<file path="config.mk">
export PLATFORM = sky130hd
export DESIGN_NAME = ps2_kb_rx
export DESIGN_NICKNAME = d
export VERILOG_FILES = /design/src/rtl/ps2_kb_rx_pkg.sv /design/src/rtl/ps2_filter.sv /design/src/rtl/ps2_kb_rx.sv
export SDC_FILE = /design/constraint.sdc
export NUM_CORES = 1
export LEC_CHECK = 0
export ABC_AREA = 1
export CORE_MARGIN = 1
export CORE_UTILIZATION = 59
export CTS_BUF_LIST = sky130_fd_sc_hd__clkbuf_4 sky130_fd_sc_hd__clkbuf_8
export CTS_CLUSTER_DIAMETER = 100
export DETAILED_ROUTE_END_ITERATION = 10
export GPL_TIMING_DRIVEN = 0
export PLACE_DENSITY = 0.85
export REMOVE_ABC_BUFFERS = 1
export SLEW_MARGIN = 0
export SYNTH_ARGS = -nofsm -noshare
export SYNTH_HDL_FRONTEND = slang
export SYNTH_HIERARCHICAL = 1
export SYNTH_SLANG_ARGS = --single-unit
</file>
<file path="constraint.sdc">
create_clock -name clk -period 1.6 [get_ports clk]
set_input_delay 0.32 -clock clk [delete_from_list [all_inputs] [get_ports clk]]
set_output_delay 0.32 -clock clk [all_outputs]
set_load 0.1 [all_outputs]
</file>
<file path="src/rtl/ps2_kb_rx_pkg.sv">
// Shared definitions for the PS/2 keyboard receiver: FSM state encoding,
// frame geometry and the odd-parity rule used to validate a received byte.
`timescale 1ns/1ps
package ps2_kb_rx_pkg;

    typedef enum logic [1:0] {
        IDLE   = 2'd0,
        DATA   = 2'd1,
        PARITY = 2'd2,
        STOP   = 2'd3
    } ps2_state_e;

    localparam int PS2_DATA_BITS = 8;

    // PS/2 frames carry odd parity: data bits plus parity bit hold an odd count of ones.
    function automatic logic odd_parity_ok(input logic [PS2_DATA_BITS-1:0] data,
                                           input logic                     parity);
        return ^{data, parity};
    endfunction

endpackage

</file>
<file path="src/rtl/ps2_filter.sv">
// One PS/2 pin: 2-flop synchroniser, then a level filter that only follows the
// pin after FILTER_LEN consecutive differing samples. Emits a 1-cycle fall strobe.
`timescale 1ns/1ps
module ps2_filter
    import ps2_kb_rx_pkg::*;
#(
    parameter int FILTER_LEN = 8
) (
    input  logic clk,
    input  logic rst,
    input  logic pin_i,
    output logic level_o,
    output logic fall_o
);

    localparam int            CW       = (FILTER_LEN > 1) ? $clog2(FILTER_LEN) : 1;
    localparam logic [CW-1:0] CNT_LAST = CW'(FILTER_LEN - 1);

    logic          sync1_q;
    logic          sync2_q;
    logic          level_q;
    logic          fall_q;
    logic [CW-1:0] cnt_q;

    // NOTE: every flop here is state, so all assignments are non-blocking; blocking
    // assignments would let sync2_q see this cycle's sync1_q and collapse the synchroniser.
    always_ff @(posedge clk or posedge rst) begin
        if (rst) begin
            sync1_q <= 1'b1;
            sync2_q <= 1'b1;
            level_q <= 1'b1;
            fall_q  <= 1'b0;
            cnt_q   <= '0;
        end else begin
            sync1_q <= pin_i;
            sync2_q <= sync1_q;
            fall_q  <= 1'b0;
            if (sync2_q == level_q) begin
                cnt_q <= '0;
            end else if (cnt_q == CNT_LAST) begin
                level_q <= sync2_q;
                cnt_q   <= '0;
                fall_q  <= ~sync2_q;
            end else begin
                cnt_q <= cnt_q + 1'b1;
            end
        end
    end

    assign level_o = level_q;
    assign fall_o  = fall_q;

endmodule

</file>
<file path="src/rtl/ps2_kb_rx.sv">
// PS/2 device-to-host receiver: filtered clock/data in, validated bytes out as
// one-cycle strobes. Define PS2_KB_RX_TIMEOUT_EN to abort stalled frames.
`timescale 1ns/1ps
module ps2_kb_rx
    import ps2_kb_rx_pkg::*;
#(
    parameter int FILTER_LEN  = 8,
    parameter int TIMEOUT_CYC = 57272
) (
    input  logic       clk,
    input  logic       rst,
    input  logic       ps2_clk_in,
    input  logic       ps2_data_in,
    output logic [7:0] rxdata,
    output logic       rx_valid,
    output logic       parity_err,
    output logic       frame_err,
    output logic       busy
);

    localparam int                     BITCNT_W = $clog2(PS2_DATA_BITS);
    localparam logic [BITCNT_W-1:0]    BIT_LAST = BITCNT_W'(PS2_DATA_BITS - 1);

    if (FILTER_LEN < 2 || FILTER_LEN > 255 || TIMEOUT_CYC < 2) begin : g_bad_param
        $error("ps2_kb_rx: parameter out of range");
    end

    logic unused_fclk_level;
    logic fclk_fall;
    logic fdata;
    logic unused_fdata_fall;

    ps2_filter #(.FILTER_LEN(FILTER_LEN)) u_clk_filter (
        .clk     (clk),
        .rst     (rst),
        .pin_i   (ps2_clk_in),
        .level_o (unused_fclk_level),
        .fall_o  (fclk_fall)
    );

    ps2_filter #(.FILTER_LEN(FILTER_LEN)) u_data_filter (
        .clk     (clk),
        .rst     (rst),
        .pin_i   (ps2_data_in),
        .level_o (fdata),
        .fall_o  (unused_fdata_fall)
    );

    ps2_state_e                   state_q;
    logic [BITCNT_W-1:0]          bitcnt_q;
    logic [PS2_DATA_BITS-1:0]     shift_q;
    logic                         parity_q;
    logic [7:0]                   rxdata_q;
    logic                         rx_valid_q;
    logic                         parity_err_q;
    logic                         frame_err_q;
    logic                         busy_q;
    logic                         tmo_hit;

`ifdef PS2_KB_RX_TIMEOUT_EN
    localparam int                CNT_W    = $clog2(TIMEOUT_CYC + 1);
    localparam logic [CNT_W-1:0]  TMO_LAST = CNT_W'(TIMEOUT_CYC - 1);

    logic [CNT_W-1:0] tmo_cnt_q;

    // The count reaches TIMEOUT_CYC on this cycle; it overrides a coincident edge.
    assign tmo_hit = (state_q != IDLE) && (tmo_cnt_q == TMO_LAST);

    always_ff @(posedge clk or posedge rst) begin
        if (rst) begin
            tmo_cnt_q <= '0;
        end else if (state_q == IDLE || fclk_fall || tmo_hit) begin
            tmo_cnt_q <= '0;
        end else begin
            tmo_cnt_q <= tmo_cnt_q + 1'b1;
        end
    end
`else
    assign tmo_hit = 1'b0;
`endif

    always_ff @(posedge clk or posedge rst) begin
        if (rst) begin
            state_q      <= IDLE;
            bitcnt_q     <= '0;
            shift_q      <= '0;
            parity_q     <= 1'b0;
            rxdata_q     <= 8'h00;
            rx_valid_q   <= 1'b0;
            parity_err_q <= 1'b0;
            frame_err_q  <= 1'b0;
            busy_q       <= 1'b0;
        end else begin
            rx_valid_q   <= 1'b0;
            parity_err_q <= 1'b0;
            frame_err_q  <= 1'b0;
            if (tmo_hit) begin
                state_q     <= IDLE;
                bitcnt_q    <= '0;
                frame_err_q <= 1'b1;
                busy_q      <= 1'b0;
            end else if (fclk_fall) begin
                case (state_q)
                    IDLE: begin
                        // A high data level on an idle edge is noise, not a start bit.
                        if (!fdata) begin
                            state_q  <= DATA;
                            bitcnt_q <= '0;
                            shift_q  <= '0;
                            busy_q   <= 1'b1;
                        end
                    end
                    DATA: begin
                        shift_q  <= {fdata, shift_q[PS2_DATA_BITS-1:1]};
                        bitcnt_q <= bitcnt_q + 1'b1;
                        if (bitcnt_q == BIT_LAST) begin
                            state_q <= PARITY;
                        end
                    end
                    PARITY: begin
                        parity_q <= fdata;
                        state_q  <= STOP;
                    end
                    STOP: begin
                        if (!odd_parity_ok(shift_q, parity_q)) begin
                            parity_err_q <= 1'b1;
                        end else if (!fdata) begin
                            frame_err_q <= 1'b1;
                        end else begin
                            rxdata_q   <= shift_q;
                            rx_valid_q <= 1'b1;
                        end
                        state_q <= IDLE;
                        busy_q  <= 1'b0;
                    end
                    default: begin
                        state_q <= IDLE;
                        busy_q  <= 1'b0;
                    end
                endcase
            end
        end
    end

    assign rxdata     = rxdata_q;
    assign rx_valid   = rx_valid_q;
    assign parity_err = parity_err_q;
    assign frame_err  = frame_err_q;
    assign busy       = busy_q;

endmodule
</file>
== Word-level counts from Yosys, hierarchy flattened ==
Index checks and enable logic that the tools add are counted.

* Word-level logic and storage cells: 71
* Register bits after elaboration: 39
* Input bits: 4
* Output and inout port bits: 12

* Bitwise operators: 3
* Eq/ne operators: 10
* Add/sub/neg operators: 3
* Reduce and logical (&&, ||, !) cells: 11
* Mux-type cells: 26

{| class="wikitable"
|+ Operators with widths
! cell !! count
|-
| case mux 8 bit (2 select lines) || 1
|-
| 2-to-1 mux 3 bit || 5
|-
| 2-to-1 mux 1 bit || 14
|-
| adder 3 x 1 -> 3 bit (second input constant) || 3
|-
| equality test 3 bit (second input constant) || 3
|-
| AND reduction 3 bit || 3
|-
| XOR reduction 9 bit || 1
|-
| 2-to-1 mux 8 bit || 1
|-
| case mux 2 bit (4 select lines) || 1
|-
| case mux 3 bit (2 select lines) || 1
|-
| AND reduction 2 bit || 3
|-
| equality test 2 bit (second input constant) || 2
|-
| 2-to-1 mux 2 bit || 2
|-
| inequality test 2 bit (second input constant) || 2
|-
| AND reduction 4 bit || 1
|-
| nonzero test 2 bit || 2
|-
| NOT 1 bit || 3
|-
| equality test 1 bit || 2
|-
| equality test 2 x 1 -> 1 bit (second input constant) || 1
|-
| logical NOT 2 bit || 1
|-
| case mux 1 bit (2 select lines) || 1
|}

== Logic depth before layout (Yosys ltp) ==
Gate-level depths: netlist (run 1).

* Word-level depth: 4
* Depth in mapped cells: 12

== Cells and area by module ==
The synthesis (run 1) kept the hierarchy.

{| class="wikitable"
|+ Modules (own cells, without submodules)
! module !! cells each !! area an instance (um^2) !! sequential area each (um^2) !! times used
|-
| ps2_kb_rx || 138 || 1198.6 || 650.6 || 1
|-
| ps2_filter || 25 || 267.8 || 178.9 || 2
|}

== Least setup slack after synthesis (run 1) ==
OpenSTA, ideal clock, no wires.

* Path type: flip-flop to flip-flop
* Start: reg state_q[0]
* End: reg bitcnt_q[0]
* Buffers on the path: 0
* Stages on the path, launching flop included: 11
* Path slack: 0.178 ns
* Library setup time: 0.122 ns
* Required time: 1.478 ns
* Arrival: 1.300 ns
* Cell sequence: dfrtp_1 -> inv_1 -> ha_1 -> nand2_1 -> nand2_1 -> inv_2 -> nand2_2 -> nand2_1 -> inv_2 -> nand2_1 -> o21ai_1

* Cells in the longest elaborated chain, start to end: 3
* Elaborated cells on any way between the ends: 6
* Those cells by class: eq/ne: 2; mux: 1; reduce/logical: 3

{| class="wikitable"
|+ Ends and longest elaborated chain
! what !! line !! source
|-
| from (decl) || ps2_kb_rx.sv:49 || <nowiki>ps2_state_e state_q;</nowiki>
|-
| from (signal assigned) || ps2_kb_rx.sv:84 || <nowiki>state_q <= IDLE;</nowiki>
|-
| from (signal assigned) || ps2_kb_rx.sv:98 || <nowiki>state_q <= IDLE;</nowiki>
|-
| from (signal assigned) || ps2_kb_rx.sv:107 || <nowiki>state_q <= DATA;</nowiki>
|-
| equality test 2 x 1 -> 1 bit or logical NOT 2 bit (tied branches) || ps2_kb_rx.sv:103 || <nowiki>case (state_q)</nowiki>
|-
| nonzero test 2 bit (no line) or inequality test 2 bit (tied branches) || -- ||
|-
| AND reduction 3 bit (no line) || -- ||
|-
| to (signal assigned) || ps2_kb_rx.sv:115 || <nowiki>bitcnt_q <= bitcnt_q + 1'b1;</nowiki>
|-
| to (decl) || ps2_kb_rx.sv:50 || <nowiki>logic [BITCNT_W-1:0] bitcnt_q;</nowiki>
|}

Several ways; a longest one is shown, not always the timed one.
A chain may end at the register's enable or synchronous reset.

== Final worst setup path (run 1) ==
* Start: reg shift_q[1]
* End: reg rxdata_q[2] (netlist: rxdata[2])

* Cells in the longest elaborated chain, start to end: 2

{| class="wikitable"
|+ Ends and longest elaborated chain
! what !! line !! source
|-
| from (decl) || ps2_kb_rx.sv:51 || <nowiki>logic [PS2_DATA_BITS-1:0] shift_q;</nowiki>
|-
| from (signal assigned) || ps2_kb_rx.sv:114 || <nowiki>shift_q <= {fdata, shift_q[PS2_DATA_BITS-1:1]};</nowiki>
|-
| XOR reduction 9 bit || ps2_kb_rx_pkg.sv:18 || <nowiki>return ^{data, parity};</nowiki>
|-
| AND reduction 4 bit (no line) || -- ||
|-
| to (signal assigned) || ps2_kb_rx.sv:130 || <nowiki>rxdata_q <= shift_q;</nowiki>
|-
| to (decl) || ps2_kb_rx.sv:53 || <nowiki>logic [7:0] rxdata_q;</nowiki>
|}

No other way between the ends.

==> run_results.csv, run 1 <==
group,metric,value,unit
sta,slew_violations,0,
placed_design,portBuffers,15,
flow_run,cap_violations,0,
run_status,status,"complete, no violations",
critical_path,critPathCaptureType,"flip-flop",
sta,hold_viol,0,
placed_design,dpl_worst_slack,-201.1,ps
grt,met3_usage,7.674,%
grt,grt_pass1_vias,1243,
floorplan,die-height,55.71,um
clock_tree,clkSinkCount,39,
route,dr.pass1.iters,4,
sta,max_freq,0.6360,GHz
synth,synth_area,1702,um2
critical_path,required,1840,ps
critical_path,critPathKind,"flip-flop to flip-flop",
grt,grt_use_met1,24.96,%
critical_path,regToRegSetupSlack,30,ps
grt,use_met2,37.01,%
critical_path,r2r-end,"rxdata[2]",
critical_path,r2r_cells,12,
critical_path,slowest_delay,440,ps
clock_tree,cts_hold_buf,0,
power,p_leak,1.122,nW
grt,grt_pass1_wl,5.133,mm
placed_design,gp_congestion,0.8390,
synth,yosysWarnings,6,
clock_tree,clk_latency,340,ps
route,avgViaCountPerCell,5.262,
clock_tree,clockBufferDepth,2,
floorplan,rows,19,
sta,setup_slack,27.63,ps
power,p_per_area,1032,nW/um2
sta,period_minus_slack,1572,ps
grt,grt_use_total,21.62,%
sta,setup_viol,0,
route,vias,1284,
clock_tree,cts_root_buffer,"clkbuf_4",
final_layout,area_delta_synth_final,18.09,%
grt,grt_overflow,0,
clock_tree,clkTransAtPathRegs,110,ps
synth,syn_inst,185,
power,irDropWorstVdd,0.0008917,V
final_layout,nFillCells,198,
final_layout,nets,226,
placed_design,hpwl,2.186,mm
clock_tree,htreeDepth,2,
clock_tree,cts-buffers-inserted,5,
grt,antenna_found_initial,0,
critical_path,cp_slowest_cell,"dfrtp_1",
clock_tree,cts_tree,"built",
route,wirelength,3.248,mm
grt,top_usage_layer,"met2",
critical_path,cp_max_fo,9,
floorplan,die_width,55.71,um
power,power,0.002073,W
floorplan,dieArea,3103,um2
final_layout,diodes,0,
critical_path,start_kind,"flip-flop",
critical_path,worstPathCellList,"inv_1, nand2_1, nand2_1, inv_2, nand2_1, nand2_1, inv_1, nand2_2, nand2_4, nand2_4, nand2_1, nand2_1",
worst_hold_path,hold_class,"input pin to async pin",
grt,grt_max_degree,27,
sta,worst_pin_slew,971.4,ps
floorplan,core,2734,um2
sta,fin_crit_sh,98.27,%
critical_path,cp_common_cell,"nand2_1",
sta,maxSlewHeadroom,35.17,%
route,wl_per_cell,13.31,um
critical_path,reg2reg_from,"shift_q[1]",
route,drc,0,
floorplan,ioPinCount,16,
critical_path,worstPathArrival,1810,ps
route,antenna_left,0,
floorplan,start_util,62.24,%
sta,fin_skew,5.967,ps
synth,syn_avg_cell_area,9.198,um2
route,dr.first_iter.drc_count,48,
final_layout,drive_above_1_share,23.47,%
[sequential cells by signal, indices dropped and copies added, names as in the netlist]
signal,flops
u_data_filter/sync1_q,1
parity_q,1
u_data_filter/sync2_q,1
u_clk_filter/level_o,1
u_clk_filter/sync2_q,1
state_q,2
parity_err,1
shift_q,8
busy,1
rxdata,8
rx_valid,1
u_clk_filter/cnt_q,3
bitcnt_q,3
u_data_filter/cnt_q,3
u_clk_filter/fall_o,1
u_data_filter/level_o,1
frame_err,1
u_clk_filter/sync1_q,1
[per-stage QoR]
| stage | instances | cell area (um2) | setup TNS (ps) | util (%) | hold WS (ps) |
|---|---|---|---|---|---|
| floorplan | 184 | 1690 | 0 | - | 108.8 |
| global placement | 230 | 1879 | -1957 | 68.74 | 345.7 |
| detailed placement | 230 | 1879 | -2689 | 68.74 | 347.2 |
| CTS | 238 | 1964 | 0 | 71.85 | 244.2 |
| global route | 244 | 2009 | -386.5 | 73.50 | 265.6 |
| finish | 244 | 2009 | 0 | 73.50 | 238.2 |
[what timing repair did]
action	4_1_cts	5_1_grt
buffers inserted	0	5
gates cloned	0	1
pin swaps	0	2
setup endpoints to repair	23	29
resized for setup	41	28
[worst max path at each step]
stage / start / endpoint
2_1_floorplan: state_q[0] / bitcnt_q[0]
3_3_place_gp: rxdata[5] / rxdata[5]
3_5_place_dp: rxdata[2] / rxdata[2]
4_1_cts: rxdata[1] / rxdata[1]
5_1_grt: shift_q[1] / rxdata[2]
6_report: shift_q[1] / rxdata[2]
[worst max-delay path: cells and delay by family (launching register included)]
family | cells | cell delay, ps
DFF | 1 | 440
buffers and inverters | 3 | 250
and+or+nand+nor | 9 | 780
[per-layer routing]
| metal | part of all wire [%] | vias up |
|---|---|---|
| met1 | 41 | 609 |
| li1 | - | 632 |
| met5 | 0 | - |
| met3 | 5.0 | 10 |
| met4 | 2.4 | 0 |
| met2 | 51 | 33 |
[power breakdown]
group	total, W	switching (W)	internal, W	leakage [nW]
Clock	0.000578	0.000302	0.000276	0.0420
Combinational	0.000337	0.000223	0.000115	0.561
Sequential	0.00116	0.0000537	0.00110	0.518
Total	0.00207	0.000578	0.00149	1.12
[layout by cell type, fill, tap and decap left out, types with 3 or more instances in the layout]
cell / instances
nand2_1: 51
dfrtp_1: 33
inv_1: 26
nand3_1: 13
ha_1: 9
buf_2: 9
o22ai_1: 8
nor2_1: 8
inv_2: 6
o21ai_0: 6
clkbuf_4: 6
dfstp_2: 6
buf_4: 5
nand2_2: 3
nand2_4: 3
clkdlybuf4s50_1: 3
[cell type report]
class	count	area, um2	share of cell area (%)
Multi-Input combinational cell	114	649.4	32.32
Inverter	32	120.1	5.978
Timing Repair Buffer	20	145.1	7.223
Tap cell	31	38.79	1.930
Sequential cell	39	983.4	48.94
Clock buffer	8	72.57	3.611
Note: power is estimated with default switching activity, not from simulation.
==> run 2: changes to the inputs <==
Settings changed: PLACE_DENSITY 0.85 to 0.82, SLEW_MARGIN 0 to 30.
==> run 2 against run 1 <==
Compared with the run above:
- sequential share of layout area up 1.1 points
- sequential power about the same
- setup slack better by 20 ps
- register-to-register slack better by 90 ps
- non-clock buffer count down 3
- combinational power up 4%
- global-route usage down 1.7 points
- first-iteration DRC count down 25%
- clock skew up 4.3 ps
- clock-buffer cell count down 1
- largest cell class unchanged
==> run_results.csv, run 2 (synthesized netlist as in run 1, its figures left out) <==
group,metric,value,unit
placed_design,portBuffers,15,
critical_path,worstPathCellList,"clkdlybuf4s15_2",
sta,slew_violations,0,
clock_tree,cts_tree,"built",
route,wirelength,2.915,mm
clock_tree,cts_hold_buf,0,
critical_path,critPathKind,"flip-flop to output pin",
power,irDropWorstVdd,0.0007860,V
clock_tree,cts-buffers-inserted,5,
floorplan,rows,19,
clock_tree,clk_latency,340,ps
route,dr.first_iter.drc_count,36,
sta,setup_slack,47.72,ps
final_layout,multiInputGateArea,624.3,um2
critical_path,r2r_cells,10,
sta,worst_pin_slew,538.6,ps
critical_path,reg2reg_from,"state_q[0]",
final_layout,final_cell_mix,"52 x nand2_1, 33 x dfrtp_1, 27 x inv_1",
route,antenna_left,0,
grt,grt_max_degree,27,
sta,max_freq,0.6442,GHz
run_status,status,"complete, no violations",
clock_tree,clockBufferDepth,2,
final_layout,area_delta_synth_final,15.44,%
critical_path,cp_slowest_cell,"clkdlybuf4s15_2",
final_layout,layoutNonFillerInstCount,240,
grt,grt_pass1_wl,4.678,mm
floorplan,start_util,62.24,%
critical_path,regToRegSetupSlack,120,ps
placed_design,hpwl,2.084,mm
final_layout,nets,222,
critical_path,slowest_delay,550,ps
floorplan,die_width,55.71,um
critical_path,cp-startpoint,"rxdata[1]",
critical_path,cp_max_fo,2,
sta,hold_viol,0,
route,dr.pass1.iters,4,
grt,grt_use_total,19.93,%
floorplan,die-height,55.71,um
route,wl_per_cell,12.15,um
flow_run,cap_violations,0,
floorplan,core,2734,um2
clock_tree,htreeDepth,2,
grt,grt_overflow,0,
power,p_leak,1.084,nW
final_layout,regArea,983.4,um2
route,avgViaCountPerCell,5.029,
sta,fin_skew,10.29,ps
final_layout,drive_above_1_share,19.62,%
grt,antenna_found_initial,0,
sta,period_minus_slack,1552,ps
route,drc,0,
final_layout,nFillCells,213,
power,power,0.002006,W
critical_path,required,1280,ps
clock_tree,clkSinkCount,39,
worst_hold_path,hold_class,"input pin to async pin",
critical_path,r2r-end,"bitcnt_q[0]",
clock_tree,cts_root_buffer,"clkbuf_4",
critical_path,crit_end,"rxdata[1]",
critical_path,critPathCaptureType,"output pin",
placed_design,dpl_worst_slack,-205.6,ps
sta,setup_viol,0,
route,vias,1207,
final_layout,diodes,0,
critical_path,critPathBufInv,1,
critical_path,crit_family,"buffers and inverters",
placed_design,dp_cells,230,
critical_path,start_kind,"flip-flop",
sta,maxSlewHeadroom,64.04,%
clock_tree,clkTransAtPathRegs,100,ps
power,p_per_area,1021,nW/um2
floorplan,ioPinCount,16,
sta,rsz0062_at_grt,"no",
grt,grt_pass1_vias,1148,
critical_path,worstPathArrival,1230,ps
floorplan,dieArea,3103,um2
placed_design,gp_congestion,0.8264,
sta,fin_crit_sh,97.02,%
final_layout,final_common_cell,"nand2_1",
critical_path,path_depth,1,
final_layout,utilization,71.85,%
==> run 2: cell types whose count changed in the layout (fill, tap and decap cells not counted), moves of 2 or more <==
cell / change
nand3_1: +2
nand2_2: -2
buf_2: -3
clkdlybuf4s15_2: +2
clkbuf_8: -2
nand3_2: -2
buf_4: -3
==> run 2: report_power, final <==
group / total (W) / internal (W) / switching (W) / leakage, nW
Combinational: 0.000351 / 0.000123 / 0.000228 / 0.530
Sequential: 0.00116 / 0.00110 / 0.0000536 / 0.518
Clock: 0.000497 / 0.000205 / 0.000291 / 0.0361
Total: 0.00201 / 0.00143 / 0.000573 / 1.08
==> run 2: stage by stage <==
step                TNS [ps]  hold WS [ps]  cell area (um2)
floorplan                  0         108.8             1690
global placement       -1965         347.5             1879
detailed placement     -2182         346.8             1879
CTS                        0         242.1             1953
global route               0         300.4             1964
finish                     0         264.7             1964
==> run 2: what timing repair did <==
item,CTS,global route
pin swaps,0,2
resized for setup,38,20
setup endpoints to repair,20,28
hold endpoints to repair,0,0
buffers inserted,0,2
==> run 2: how the worst min path moves through the flow <==
stage,start,to,cells after the start,slack [ps]
after floorplan,rst,u_data_filter/cnt_q[0],1,110
after global routing,rst,u_data_filter/cnt_q[2],2,300
after global placement,u_clk_filter/sync1_q,u_clk_filter/sync2_q,0,350
after detailed placement,u_clk_filter/sync1_q,u_clk_filter/sync2_q,0,350
after CTS,rst,u_data_filter/cnt_q[0],2,240
final,rst,u_data_filter/cnt_q[2],2,260
==> run 2: final cells by class <==
cell class                 instances  share of cell area (%)
sequential                        39                   50.06
multi-input combinational        113                   31.78
timing repair buffer              17                   7.134
inverter                          32                   6.115
clock buffer                       7                   2.675
tap                               31                   1.975
clock inverter                     1                  0.2548
==> run 2: routing by layer <==
| metal | track usage [%] | wire, um | vias to the layer above | part of all wire, % |
|---|---|---|---|---|
| li1 | - | - | 626 | - |
| met1 | 23.33 | 1300 | 554 | 45 |
| met2 | 33.56 | 1448 | 20 | 50 |
| met3 | 6.977 | 108 | 7 | 3.7 |
| met4 | 7.857 | 59 | 0 | 2.0 |
| met5 | 0 | 0 | - | 0 |
